## config.mk

```make
export PLATFORM = sky130hd
export DESIGN_NAME = cache_perf_monitor
export DESIGN_NICKNAME = d
export VERILOG_FILES = /design/src/rtl/perfmon_pkg.sv /design/src/rtl/perf_counter_pair.sv /design/src/rtl/cache_perf_monitor.sv
export SDC_FILE = /design/constraint.sdc
export NUM_CORES = 1
export LEC_CHECK = 0
export ABC_AREA = 1
export CORE_MARGIN = 8
export CORE_UTILIZATION = 61
export DETAILED_ROUTE_END_ITERATION = 6
export PLACE_DENSITY = 0.78
export SYNTH_ARGS = -nofsm -noshare
export SYNTH_HDL_FRONTEND = slang
export SYNTH_HIERARCHICAL = 1
export SYNTH_SLANG_ARGS = --single-unit
```

## constraint.sdc

```tcl
create_clock -name clk -period 2.65 [get_ports clk]
set_input_delay 0.795 -clock clk [delete_from_list [all_inputs] [get_ports clk]]
set_output_delay 0.795 -clock clk [all_outputs]
set_load 0.02 [all_outputs]
```

## src/rtl/perfmon_pkg.sv

```systemverilog
// perfmon_pkg: shared state encodings, register offsets and CTRL bit positions for the cache perf monitor
package perfmon_pkg;
    typedef logic [1:0] pm_state_t;
    localparam pm_state_t PM_IDLE  = 2'd0;
    localparam pm_state_t PM_COUNT = 2'd1;
    localparam pm_state_t PM_DONE  = 2'd2;
    localparam logic [7:0] REG_CTRL     = 8'h00;
    localparam logic [7:0] REG_STOP_PC  = 8'h04;
    localparam logic [7:0] REG_CNT_BASE = 8'h08;
    localparam int CTRL_START   = 0;
    localparam int CTRL_STOP    = 1;
    localparam int CTRL_CLEAR   = 2;
    localparam int CTRL_IRQ_ACK = 3;
endpackage

```

## src/rtl/perf_counter_pair.sv

```systemverilog
// perf_counter_pair: one channel's wrapping hit/miss counters with a sticky overflow flag
module perf_counter_pair #(
    parameter int CNT_W = 32
) (
    input  logic             clk,
    input  logic             Rst,
    input  logic             en,
    input  logic             clr,
    input  logic             inc_hit,
    input  logic             inc_miss,
    output logic [CNT_W-1:0] hits,
    output logic [CNT_W-1:0] misses,
    output logic             ovf
);
    // clear wins over counting; a hit takes priority over a miss in the same cycle
    always_ff @(posedge clk) begin
        if (Rst || clr) begin
            hits   <= '0;
            misses <= '0;
            ovf    <= 1'b0;
        end else if (en && inc_hit) begin
            hits <= hits + 1'b1;
            if (&hits) ovf <= 1'b1;
        end else if (en && inc_miss) begin
            misses <= misses + 1'b1;
            if (&misses) ovf <= 1'b1;
        end
    end
endmodule

```

## src/rtl/cache_perf_monitor.sv

```systemverilog
// cache_perf_monitor: per-channel hit/miss counting that freezes at a programmable stop PC; PERFMON_IRQ_EN adds a stop interrupt
module cache_perf_monitor import perfmon_pkg::*; #(
    parameter int          NUM_CH  = 4,
    parameter int          CNT_W   = 32,
    parameter logic [31:0] STOP_PC = 32'h14
) (
    input  logic              clk,
    input  logic              Rst,
    input  logic [NUM_CH-1:0] ch_access,
    input  logic [NUM_CH-1:0] ch_hit,
    input  logic [NUM_CH-1:0] ch_miss,
    input  logic [31:0]       pc,
    input  logic              pc_flush,
    input  logic              reg_wen,
    input  logic              reg_ren,
    input  logic [7:0]        reg_addr,
    input  logic [31:0]       reg_wdata,
    output logic [31:0]       reg_rdata,
    output logic              done,
    output logic              irq
);
    pm_state_t         state, state_nx;
    logic [31:0]       stop_pc, rd_mux;
    logic [CNT_W-1:0]  hits [NUM_CH];
    logic [CNT_W-1:0]  misses [NUM_CH];
    logic [NUM_CH-1:0] ovf;
    logic ctrl_wr, do_clr, do_start, do_stop, stop_match, counting;

    assign ctrl_wr    = reg_wen && reg_addr == REG_CTRL;
    assign do_clr     = ctrl_wr && reg_wdata[CTRL_CLEAR];
    assign do_start   = ctrl_wr && reg_wdata[CTRL_START];
    assign do_stop    = ctrl_wr && reg_wdata[CTRL_STOP];
    assign counting   = state == PM_COUNT;
    assign stop_match = counting && pc == stop_pc && !pc_flush;
    assign done       = state == PM_DONE;

    // clear > start > stop; the stop-match cycle still counts because the state only changes at the edge
    always_comb begin
        state_nx = do_clr ? (do_start ? PM_COUNT : PM_IDLE) :
                   do_start ? PM_COUNT :
                   (counting && (stop_match || do_stop)) ? PM_DONE : state;
    end

    // FSM and STOP_PC register
    always_ff @(posedge clk) begin
        if (Rst) begin
            state   <= PM_IDLE;
            stop_pc <= STOP_PC;
        end else begin
            state <= state_nx;
            if (reg_wen && reg_addr == REG_STOP_PC) stop_pc <= reg_wdata;
        end
    end

    for (genvar c = 0; c < NUM_CH; c++) begin : g_ch
        perf_counter_pair #(.CNT_W(CNT_W)) u_pair (
            .clk      (clk),
            .Rst      (Rst),
            .en       (counting),
            .clr      (do_clr),
            .inc_hit  (ch_access[c] && ch_hit[c]),
            .inc_miss (ch_access[c] && ch_miss[c]),
            .hits     (hits[c]),
            .misses   (misses[c]),
            .ovf      (ovf[c])
        );
    end

    // read decode; unmapped addresses fall through to zero
    always_comb begin
        rd_mux = 32'h0;
        if (reg_addr == REG_CTRL) begin
            rd_mux[8 +: NUM_CH] = ovf;
            rd_mux[1:0]         = state;
        end
        if (reg_addr == REG_STOP_PC) rd_mux = stop_pc;
        for (int i = 0; i < NUM_CH; i++) begin
            if (reg_addr == REG_CNT_BASE + 8'(8 * i))     rd_mux = 32'(hits[i]);
            if (reg_addr == REG_CNT_BASE + 8'(8 * i + 4)) rd_mux = 32'(misses[i]);
        end
    end

    // registered read port: data appears the cycle after reg_ren and reflects pre-increment counts
    always_ff @(posedge clk) begin
        if (Rst) reg_rdata <= 32'h0;
        else if (reg_ren) reg_rdata <= rd_mux;
    end

`ifdef PERFMON_IRQ_EN
    logic irq_q;
    // raised on entry to DONE, held until acknowledged; a fresh entry beats a simultaneous ack
    always_ff @(posedge clk) begin
        if (Rst) irq_q <= 1'b0;
        else if (counting && state_nx == PM_DONE) irq_q <= 1'b1;
        else if (ctrl_wr && reg_wdata[CTRL_IRQ_ACK]) irq_q <= 1'b0;
    end
    assign irq = irq_q;
`else
    assign irq = 1'b0;
`endif
endmodule

```

==> run summary <==
IO buf count: 121
failing checks: design-rule violations
ys async rst share: 0
num rows: 65
Final Slew Violations: 0
switching power: 2.41 mW
fillers: 2701
pin count of the biggest net entering global routing: 40
Syn Inst Count: 3114
clock tree buffer depth: 3
number of synthesized flops with an enable pin: 0
Comb power frac: 0.049
worst-case clock skew: 0.0195 ns
VDD IR max: 0.000551 V
residual DRC count: 66
LEAKAGE: 9.34 nW
status: complete, but fails checks
YS warnings: 6
cell area after layout: 23100 sq um
CORE AREA: 31600 sq um
Non-Filler Instances: 3734
Mean Syn Cell Area: 6.27 sq um
Final Setup Violations: 0
hold path startpoint: reg_rdata[7]$_SDFFE_PP0P_
crit path DAT: 3.02 ns
mux cell area share after synthesis: 0
internal cell power: 8.24 mW
RSZ-0062 raised after global routing: false
Die ar.: 38000 sq um
relative slew slack: 0.402
Worst setup SP type: input port
sequential area share after synthesis: 0.334
TritonCTS clock tree: built
Fmax: 392 MHz
WS Path Type: in2reg
Fin. Hold Viols: 0
Cell Area, Synth: 19500 sq um
antenna-violating nets left: 0
initial DRC count: 2119
cell breakdown of the critical path: clkdlybuf4s50_1 -> nor2_1 -> nand2_1 -> nor2_1 -> nand2_1 -> inv_1 -> nand2_1 -> inv_1 -> buf_4 -> nor2_2 -> clkinv_1 -> buf_12 -> a31oi_1 -> o21a_1
RePlAce Congestion: 1.10
syn_nets: 3211
GRT Overall Usage: 0.358
max-cap viol count: 0
cts repair resizes: 0
GRT overflow: 0
Clock Latency Late Sink: 0.54 ns
H-tree Lvls: 2
top_reg_cell synth: dfxtp_1
Netlist cell types: 47
sequential power share: 0.461
Tmin final: 2.55 ns
hold_buf cts: 0
DRT Wirelength: 69.9 mm
clock root cell: clkbuf_16
vias in the first global route: 20400
Reg2Reg Launch Point: state[0]$_SDFFE_PP0P_
Vias: 21614
hpwl dp: 54.4 mm
cell mode on critical path: nand2_1
Worst-path clk slew: 0.06 ns
first-pass GRT wire length: 110 mm
area share of fa/ha/maj cells after synthesis: 0.00513
Post-Synth Simple-Gate Area: 0.420
initial antenna violation count: 2
Post-Place Worst Slack: -0.348 ns
power per cell area: 460 nW/um^2
Num CTS Buffers: 38
CP endpoint kind: flip-flop
hold crit path type: reg2reg
routed len/inst: 18.7 microns
Critical Path Start: reg_addr[2]
layout cells sized above 1: 0.101
Synth Area in XOR/XNOR: 0.0211
dpl cells: 3667
Max FO, Critical Path: 22
CP max-delay cell: clkdlybuf4s50_1
Yosys reg bits: 326
area of the multi-input gates: 11000 sq um
Die Span Y: 195 microns
die width: 195 microns
WHS: 0.465 ns
postcts setup bufs: 0
post-placement cell area: 21900 sq um
worst setup margin: 0.102 ns
Critical Path RT: 3.12 ns
CTS Sinks: 326
top-level I/O count: 123
Starting Density: 0.619
main combinational cell family by area after synthesis: simple AND/OR/NAND/NOR gates
fin crit share: 0.962
Area Overhead vs Synth: 18.6%
diode count: 0
clock share of power: 0.491
TritonRoute pass-1 iters: 7
Vias/cell: 5.79
max incr delay on CP: 0.55 ns
fin nets: 3402
switching share of power: 0.226
Synth Area in Compound Gates: 0.114
Worst-Margin Slew: 0.897 ns
Register Area: 6530 sq um
==> critical path: cells and delay by family <==
family          cells  cell delay, ns
compound gates      2            0.29
buf+inv             6            1.20
simple gates        6            0.73
==> power by group through the flow <==
stage | Clock, mW | Combinational (mW) | Sequential, mW
finish | 5.22 | 0.517 | 4.90
global route | 5.43 | 0.555 | 4.90
CTS | 5.26 | 0.510 | 4.90
detailed placement | 0 | 0.506 | 5.01
global placement | 0 | 0.494 | 5.01
floorplan | 0 | 0.219 | 5.01
==> Yosys cell counts (28+ instances only) <==
cell      instances  area (sq um)
nand3_1         196           981
a21oi_1         165           826
nor2_2           31           194
nand2_1         808          3030
dfxtp_1         326          6530
xor2_1           34           298
o21a_1           28           210
inv_1           427          1600
nand4_1          88           551
o21ai_0         140           701
nor2_1          510          1910
nor3_1           53           265
nand2_2          33           206
nor2_4           38           428
clkbuf_1         32           120
==> cells by family after synthesis <==
| logic type | after synthesis |
|---|---|
| xor gates and xnor gates | 47 |
| buffers and inverters | 516 |
| other | 1 |
| adders and majority gates | 8 |
| and+or+nand+nor | 1818 |
| DFF | 326 |
| AOI/OAI and AO/OA | 398 |
==> per-layer routing <==
metal,up-vias,part of all wire,global-route usage
li1,10243,-,-
met1,9895,0.39,0.460
met2,1231,0.43,0.551
met3,241,0.13,0.0945
met4,4,0.052,0.172
met5,-,0.00066,0
==> flip-flops by register name, summed over array words and instances, names as in the netlist <==
register	count
reg_rdata	32
g_ch.u_pair/hits	128
g_ch.u_pair/misses	128
state	2
g_ch.u_pair/ovf	4
stop_pc	32
==> cell usage in the layout (no fill, tap or decap), types with 6 or more instances in the layout <==
cell type and count:
clkbuf_8 7, buf_4 80, o21bai_1 16, nand2_4 7
ha_1 8, nand2_2 33, nor2_1 506, inv_1 427
o21a_1 28, inv_2 9, xor2_1 34, xnor2_1 13
nor3_1 53, a31oi_1 12, o21ai_1 6, nand4_1 88
nor3b_1 16, nor2_2 35, o21ai_0 140, clkdlybuf4s50_1 120
nand3_2 9, a21oi_2 21, a21oi_1 165, nand3_1 196
clkinv_2 7, clkbuf_16 39, nor2_4 38, nand2_1 808
clkbuf_1 9, buf_12 23, dfxtp_1 326
==> worst paths after layout <==
kind                                           endpoint  slack, ns  depth (start not counted)
hold reg to reg               reg_rdata[7]$_SDFFE_PP0P_       0.47                          2
setup / recovery  g_ch[0].u_pair/misses[2]$_SDFFE_PP0P_       0.10                         14
hold / removal                reg_rdata[7]$_SDFFE_PP0P_       0.47                          2
setup reg to reg   g_ch[3].u_pair/hits[26]$_SDFFE_PP0P_       0.46                         12
==> area by class of cell <==
class	instances	area share
well taps	402	0.0217
inverters	443	0.0724
flip-flops and latches	326	0.282
repair buffers	224	0.0979
clock inverters	12	0.00513
clock buffers	55	0.0478
multi-input cells	2272	0.473
==> metrics by stage <==
stage           util  power [mW]  TNS (ns)
2_1_floorplan      -        5.23         0
3_3_place_gp   0.695        5.51    -35.48
3_5_place_dp   0.695        5.52    -56.73
4_1_cts        0.734        10.7         0
5_1_grt        0.734        10.9         0
6_report       0.734        10.6         0
Power figures use the tool's default switching activity.
